===== src/rtl/apb_regfile_slave.sv =====
// rtl/apb_regfile_slave.sv - parametrised APB register-file slave with wait states and error counting
// Optional byte-strobe writes are enabled with `define APB_REGFILE_PSTRB_EN.
module apb_regfile_slave #(
  parameter int ADDR_W      = 8,
  parameter int DATA_W      = 32,
  parameter int DEPTH       = 32,
  parameter int WAIT_CYCLES = 2,
  parameter int SECURE_ONLY = 1
) (
  input  logic                clk,
  input  logic                resetn,
  input  logic                psel,
  input  logic                penable,
  input  logic                pwrite,
  input  logic [ADDR_W-1:0]   paddr,
  input  logic [DATA_W-1:0]   pwdata,
  input  logic [DATA_W/8-1:0] pstrb,
  input  logic [2:0]          pprot,
  output logic                pready,
  output logic [DATA_W-1:0]   prdata,
  output logic                pslverr,
  output logic [7:0]          err_cnt
);

  localparam int STRB_W = DATA_W / 8;
  localparam int OFF_W  = $clog2(STRB_W);
  localparam int IDX_W  = (DEPTH > 1) ? $clog2(DEPTH) : 1;
  localparam int CNT_W  = 4;
  localparam logic [ADDR_W-1:0] OFF_MASK = ADDR_W'((1 << OFF_W) - 1);
  localparam logic [ADDR_W:0]   DEPTH_X  = (ADDR_W + 1)'(DEPTH);

  typedef enum logic [1:0] {
    IDLE   = 2'd0,
    ACCESS = 2'd1,
    RESP   = 2'd2
  } state_t;

  state_t              state_q, state_d;
  logic [CNT_W-1:0]    cnt_q, cnt_d;
  logic [ADDR_W-1:0]   addr_q, addr_d;
  logic                wr_q, wr_d;
  logic [DATA_W-1:0]   wdata_q, wdata_d;
  logic                nsec_q, nsec_d;
  logic                pready_q, pready_d;
  logic                pslverr_q, pslverr_d;
  logic [DATA_W-1:0]   prdata_q, prdata_d;
  logic [7:0]          err_cnt_q, err_cnt_d;
  logic [DATA_W-1:0]   mem_q [DEPTH];
  logic [DATA_W-1:0]   mem_d [DEPTH];

  logic                setup;
  logic                capture;
  logic                enter_resp;
  logic [ADDR_W-1:0]   cur_addr;
  logic                cur_wr;
  logic [DATA_W-1:0]   cur_wdata;
  logic                cur_nsec;
  logic [STRB_W-1:0]   lane_en;
  logic [ADDR_W-1:0]   cur_idx;
  logic [IDX_W-1:0]    widx;
  logic                xfer_err;
  logic                unused_prot;

  assign setup   = psel & ~penable;
  // A setup seen in IDLE or in the response cycle starts a new transfer.
  assign capture = (state_q != ACCESS) & setup;

  // With zero wait states the commit edge is also the capture edge, so use live inputs.
  assign cur_addr  = capture ? paddr  : addr_q;
  assign cur_wr    = capture ? pwrite : wr_q;
  assign cur_wdata = capture ? pwdata : wdata_q;
  assign cur_nsec  = capture ? pprot[1] : nsec_q;

`ifdef APB_REGFILE_PSTRB_EN
  logic [STRB_W-1:0] strb_q, strb_d;
  logic [STRB_W-1:0] cur_strb;
  assign cur_strb = capture ? pstrb : strb_q;
  assign lane_en  = cur_strb;
  always_comb begin
    strb_d = strb_q;
    if (capture) strb_d = pstrb;
  end
  always_ff @(posedge clk or negedge resetn) begin
    if (!resetn) strb_q <= '0;
    else         strb_q <= strb_d;
  end
`else
  logic unused_pstrb;
  assign unused_pstrb = ^pstrb;
  assign lane_en      = '1;
`endif

  assign unused_prot = pprot[0] ^ pprot[2];

  assign cur_idx  = cur_addr >> OFF_W;
  assign widx     = cur_idx[IDX_W-1:0];
  assign xfer_err = ({1'b0, cur_idx} >= DEPTH_X)
                  | (|(cur_addr & OFF_MASK))
                  | ((SECURE_ONLY != 0) & cur_nsec);

  // State register
  always_ff @(posedge clk or negedge resetn) begin
    if (!resetn) begin
      state_q <= IDLE;
      cnt_q   <= '0;
      addr_q  <= '0;
      wr_q    <= 1'b0;
      wdata_q <= '0;
      nsec_q  <= 1'b0;
    end else begin
      state_q <= state_d;
      cnt_q   <= cnt_d;
      addr_q  <= addr_d;
      wr_q    <= wr_d;
      wdata_q <= wdata_d;
      nsec_q  <= nsec_d;
    end
  end

  // Next-state logic
  always_comb begin
    state_d = state_q;
    cnt_d   = cnt_q;
    addr_d  = addr_q;
    wr_d    = wr_q;
    wdata_d = wdata_q;
    nsec_d  = nsec_q;
    case (state_q)
      IDLE, RESP: begin
        if (setup) begin
          addr_d  = paddr;
          wr_d    = pwrite;
          wdata_d = pwdata;
          nsec_d  = pprot[1];
          if (WAIT_CYCLES == 0) begin
            state_d = RESP;
            cnt_d   = '0;
          end else begin
            state_d = ACCESS;
            cnt_d   = CNT_W'(WAIT_CYCLES);
          end
        end else begin
          state_d = IDLE;
        end
      end
      ACCESS: begin
        if (!psel) begin
          state_d = IDLE;
          cnt_d   = '0;
        end else if (penable) begin
          if (cnt_q <= CNT_W'(1)) begin
            state_d = RESP;
            cnt_d   = '0;
          end else begin
            cnt_d = cnt_q - CNT_W'(1);
          end
        end
      end
      default: begin
        state_d = IDLE;
        cnt_d   = '0;
      end
    endcase
  end

  assign enter_resp = (state_d == RESP);

  // Output and storage logic, all registered on the edge that enters RESP
  always_comb begin
    pready_d  = enter_resp;
    pslverr_d = enter_resp & xfer_err;
    prdata_d  = '0;
    err_cnt_d = err_cnt_q;
    for (int i = 0; i < DEPTH; i++) mem_d[i] = mem_q[i];
    if (enter_resp) begin
      if (xfer_err) begin
        if (err_cnt_q != 8'hFF) err_cnt_d = err_cnt_q + 8'd1;
      end else if (cur_wr) begin
        for (int b = 0; b < STRB_W; b++) begin
          if (lane_en[b]) mem_d[widx][b*8 +: 8] = cur_wdata[b*8 +: 8];
        end
      end else begin
        prdata_d = mem_q[widx];
      end
    end
  end

  always_ff @(posedge clk or negedge resetn) begin
    if (!resetn) begin
      pready_q  <= 1'b0;
      pslverr_q <= 1'b0;
      prdata_q  <= '0;
      err_cnt_q <= '0;
      for (int i = 0; i < DEPTH; i++) mem_q[i] <= '0;
    end else begin
      pready_q  <= pready_d;
      pslverr_q <= pslverr_d;
      prdata_q  <= prdata_d;
      err_cnt_q <= err_cnt_d;
      for (int i = 0; i < DEPTH; i++) mem_q[i] <= mem_d[i];
    end
  end

  assign pready  = pready_q;
  assign pslverr = pslverr_q;
  assign prdata  = prdata_q;
  assign err_cnt = err_cnt_q;

endmodule

===== config.mk =====
export PLATFORM = sky130hd
export DESIGN_NAME = apb_regfile_slave
export DESIGN_NICKNAME = d
export VERILOG_FILES = /design/src/rtl/apb_regfile_slave.sv
export SDC_FILE = /design/constraint.sdc
export NUM_CORES = 2
export LEC_CHECK = 0
export CAP_MARGIN = 20
export CORE_MARGIN = 3
export CORE_UTILIZATION = 39
export DETAILED_ROUTE_END_ITERATION = 6
export PLACE_DENSITY_LB_ADDON = 0.12
export SLEW_MARGIN = 20
export SYNTH_ARGS = -nofsm -noshare
export SYNTH_HDL_FRONTEND = slang
export SYNTH_SLANG_ARGS = --single-unit

===== constraint.sdc =====
create_clock -name clk -period 2.98 [get_ports clk]
set_clock_uncertainty 0.1 [all_clocks]
set_input_delay 0.894 -clock clk [delete_from_list [all_inputs] [get_ports clk]]
set_output_delay 0.894 -clock clk [all_outputs]
set_load 0.01 [all_outputs]

# Yosys cells after proc, flatten, opt, wreduce, memory -nomap -nowiden
# Cells that the tools add are included.
# word_totals
ff_bits	1114
latch_bits	0
mem_bits_rw	0
rom_bits	0
in_bits	52
wordCells	112
memories	0
# op_classes
addsub	2
multipliers	0
n_div	0
order_cmp	4
eq_ne	7
n_shift	0
mux	41
bitwise_logic	8
reduce_logical	8
# op_table
operator	n
$mux 1024	9
$bwmux 1024	4
$demux 32 s5	4
$mux 32	7
$bmux 32 s5	1
$mux 24	1
$mux 16	1
$mux 4	4
$mux 8	2
$ge 6x6->1 const B	2
$add 8x1->8 const B	1
$ne 8x8->1 const B	1
$pmux 4 s2	1
$lt 6x1->1 const B	1
$mux 2	3
$not 5->6	1
$reduce_and 3->1	2
$eq 2x2->1 const B	2
$le 4x1->1 const B	1
$pmux 2 s2	1
$reduce_and 2->1	2
$reduce_or 2->1	2
$sub 4x1->4 const B	1
$and 1x1->1	3
9 further kinds	13

# Logic depth before layout (Yosys ltp)
# depth
ltp_word	22
depth_mapped	12
depth_no_buf	8

# Worst setup path before layout
# No wires, ideal clock.
# synth_timing
kind	input -> register
startpoint	input penable
endpoint	register mem_q[610] (netlist name)
setup_time_ps	136
arrival_time_ps	2779
slack_ps	-35
stages	7
path_buffers	2
path_cell_list	nand2b_1 -> buf_2 -> or4_4 -> and2_4 -> nor4_4 -> buf_6 -> a21oi_1
# synth_between
elab_chain_cells	22
word_cells_on_any_way	40
classes_between	3 x order compare; 1 x eq/ne; 26 x mux; 7 x bitwise; 3 x reduce/logical
# synth_rtl
item	line_no	rtl
start, declared	13	input logic penable,
$not 1->1	64	assign setup = psel & ~penable;
$and 1x1->1	64	
$and 1x1->1	66	assign capture = (state_q != ACCESS) & setup;
$mux 8	69	assign cur_addr = capture ? paddr : addr_q;
$not 5->6 (not written as such)	180	if (lane_en[b]) mem_d[widx][b*8 +: 8] = cur_wdata[b*8 +: 8];
$ge 6x6->1 (not written as such) or $lt 6x1->1 (tied branches)	180	
$logic_and 1x1->1 (not written as such)	180	
$mux 8 (not written as such)	180	
(+6 left out)	n/a	
$mux 1024	178	end else if (cur_wr) begin
$mux 1024	176	if (xfer_err) begin
$mux 1024	175	if (enter_resp) begin
$bwmux 1024	180	
$mux 1024	178	
$mux 1024	176	
$mux 1024	175	
$bwmux 1024	180	
end, declared	48	logic [DATA_W-1:0] mem_q [DEPTH];
# Parallel ways exist; a longest one is shown, timed or not. The select of a mux whose other input is x is not followed.
# A chain may end at the register's enable or synchronous reset.

# Worst setup path in the final report
# layout_timing
startpoint	register addr_q[7]
endpoint	register mem_q[975] (netlist name)
# layout_between
elab_chain_cells	6
# layout_rtl
item	line_no	rtl
start, declared	40	logic [ADDR_W-1:0] addr_q, addr_d;
start signal, assigned	113	addr_q <= addr_d;
$mux 8	69	
$ge 6x6->1	97	assign xfer_err = ({1'b0, cur_idx} >= DEPTH_X)
$or 1x1->1	98	| (|(cur_addr & OFF_MASK))
$or 1x1->1	99	| ((SECURE_ONLY != 0) & cur_nsec);
$not 1->1 (no source line)	n/a	
$reduce_and 3->1 (no source line)	n/a	
# No other way between the ends.

==> impl_metrics.tcl <==
set metrics [dict create \
    grt_usage 0.293 \
    async_reset_ff_frac 1.00 \
    clk_latency_ns 0.78 \
    combPwrFrac 0.180 \
    crit_type "register to register" \
    drc 0 \
    m1WireLength_um 92800 \
    tightest_slew_ns 0.704 \
    seqPwrFrac 0.406 \
    h-tree-depth 4 \
    drtIter0Drc 4452 \
    status "completed" \
    initial_core_util 0.393 \
    switching_power_mw 11.3 \
    syn_area_per_cell_sq_um 8.76 \
    cts_tree "yes" \
    antenna_found_initial 3 \
    worstHoldPathCells 2 \
    dp.cells 7888 \
    min_from "mem_q[5]$_DFFE_PN0P_" \
    final_util 0.487 \
    worst_hold_path.endpoint "mem_q[5]$_DFFE_PN0P_" \
    syn-num-nets 6144 \
    grt_start_max_net_pins 75 \
    yosysSeqAreaShare 0.523 \
    end_kind "register" \
    routabilityCongestion 0.866 \
    die_w_um 376 \
    drv_slew 0 \
    ys_warn_count 0 \
    fin_nets 6317 \
    crit_arrival_ns 3.47 \
    numCtsBuffers 132 \
    r2r_slack_ns 0.05 \
    relSlewSlack 0.530 \
    rsz0062_at_grt "false" \
    setup_ws_ns 0.0491 \
    finalCriticalPeriod_ns 2.93 \
    core.rowCount 135 \
    start_kind "register" \
    vias 47200 \
    layout_common_cells "1111 x dfrtp_1, 1104 x o21ai_0, 1001 x nand2_1" \
    dr.pass1.iters 5 \
    die_h_um 376 \
    grt_pass1_wl_um 312000 \
    syn_area_sq_um 53400 \
    synth_seq_cells 1114 \
    hold_viol_final 0 \
    synth_edf_count 0 \
    clockRootBuffer "clkbuf_16" \
    pwr-share-clk 0.414 \
    dp_slack_ns -1.00 \
    drive_above_1_share 0.158 \
    dieArea_sq_um 141000 \
    drt-vias-per-instance 5.80 \
    fin_cells 8148 \
    drv_cap 0 \
    grt_pass1_vias 46400 \
    wl_met2_um 93800 \
    path_max_fanout 34 \
    setup_viol_count_final 0 \
    syn_inst 6089 \
    routed_wl_um 207000 \
    ios 94 \
    pwr_density_cell_nw_per_um2 581 \
    final_common_cell "dfrtp_1" \
    fillers 12800 \
    cts.path.max_buffers 3 \
    worst_r2r_startpoint "addr_q[7]$_DFFE_PN0P_" \
    required_ns 3.52 \
    period_share 0.984 \
    tns_ns 0 \
    syn_to_final_growth_pct 23.7 \
    p_leak_nw 27.5 \
    fmax_ghz 0.341 \
    synth_ff_type "dfrtp_1" \
    path_clk_slew_ns 0.06 \
    grt_overflow 0 \
    ir_worst_vdd_mv 0.663 \
    io_buffers 87 \
    hpwl_um 132000 \
    switching_share 0.296 \
    wl_per_cell_um 25.4 \
    cts.sinks 1114 \
    yosysUniqueCellTypes 55 \
    top_layer "met4" \
    ant_nets 0 \
    reg2reg_to "mem_q[975]$_DFFE_PN0P_" \
    core_area_sq_um 136000 \
    cellInternalPower_mw 27.0 \
    dr_wl_met3_um 13100 \
    hp-class "register to register" \
    r2r_cells 6 \
]
## sequential cells by signal, summed over array words and instances (netlist names)
name / count
pready: 1
cnt_q: 4
nsec_q: 1
wdata_q: 32
wr_q: 1
state_q: 2
addr_q: 8
mem_q: 1024
err_cnt: 8
pslverr: 1
prdata: 32
## area by class of cell
cell class	count	area, sq um	area share
multi-input combinational	4330	23500	0.356
antenna	4	10.0	0.000152
inverter	7	26.3	0.000398
timing repair buffer	677	8160	0.124
tap	1781	2230	0.0338
clock buffer	198	3870	0.0586
clock inverter	37	339	0.00514
sequential	1114	27900	0.422
## synth_stat cells (60+ instances only)
cell type | number | share of area
o21ai_0 | 1104 | 0.10
nand2b_1 | 218 | 0.026
a211oi_1 | 131 | 0.018
o2111ai_1 | 60 | 0.0098
nor2_1 | 310 | 0.022
dfrtp_1 | 1114 | 0.52
buf_2 | 92 | 0.0086
a22oi_1 | 83 | 0.012
mux2_2 | 68 | 0.014
clkbuf_1 | 508 | 0.036
nand2_1 | 1003 | 0.071
o21ai_1 | 74 | 0.0069
mux2i_1 | 64 | 0.012
nand3_1 | 644 | 0.060
a21oi_1 | 256 | 0.024
## critical path: stages (launching register included)
cell and delay (ns):
dfrtp_1 0.38, or4_1 0.63, a211o_1 0.48, or4_2 0.72, buf_12 0.26, nand2_1 0.11, o21ai_0 0.07
## timing repair
| action | 4_1_cts | 5_1_grt |
|---|---|---|
| pin swaps | 4 | 4 |
| cloned | 4 | 0 |
| gates resized for setup | 39 | 9 |
| hold endpoints to repair | 3 | 0 |
| hold buffers | 1 | 0 |
| endpoints found under the setup margin | 206 | 123 |
| buffers inserted | 12 | 4 |
## worst max-delay path by stage
stage | startpoint | end | slack [ns] | depth (start not counted)
after floorplan | psel | mem_q[918]$_DFFE_PN0P_ | 0.003 | 12
after global placement | penable | prdata[13]$_DFF_PN0_ | -1.01 | 10
after detailed placement | psel | prdata[25]$_DFF_PN0_ | -1.00 | 11
after CTS | prdata[5]$_DFF_PN0_ | prdata[5] | 0.006 | 1
after global routing | state_q[0]$_DFF_PN0_ | prdata[5]$_DFF_PN0_ | 0.0007 | 10
final | addr_q[7]$_DFFE_PN0P_ | mem_q[975]$_DFFE_PN0P_ | 0.05 | 6
## power groups by stage
stage               logic, mW  clock network [mW]  registers [mW]
global placement         6.69                   0            15.8
CTS                      6.82                16.2            15.6
finish                   6.90                15.9            15.6
global route             7.24                16.8            15.6
floorplan                2.84                   0            15.8
detailed placement       6.69                   0            15.8
## cell families after synthesis
kind of cell / after synthesis / synth area share
AOI/OAI and AO/OA: 1862 / 0.199
xor gates and xnor gates: 7 / 0.00115
adders and majority gates: 3 / 0.000704
buffers and inverters: 646 / 0.0496
DFF: 1114 / 0.523
muxes: 132 / 0.0264
and+or+nand+nor: 2325 / 0.200
## stage by stage
step | cell area, sq um | hold slack, ns | total power [mW]
floorplan | 53400 | 0.342 | 18.6
finish | 66000 | 0.371 | 38.3
global placement | 61300 | 0.355 | 22.5
detailed placement | 61300 | 0.362 | 22.5
CTS | 65900 | 0.375 | 38.6
global route | 66000 | 0.388 | 39.6
## metal layers
layer	track usage	up-vias
met5	0	-
met4	0.103	0
met3	0.0442	363
met2	0.458	1569
met1	0.415	23600
li1	-	21700
(Power assumes the default switching activity.)
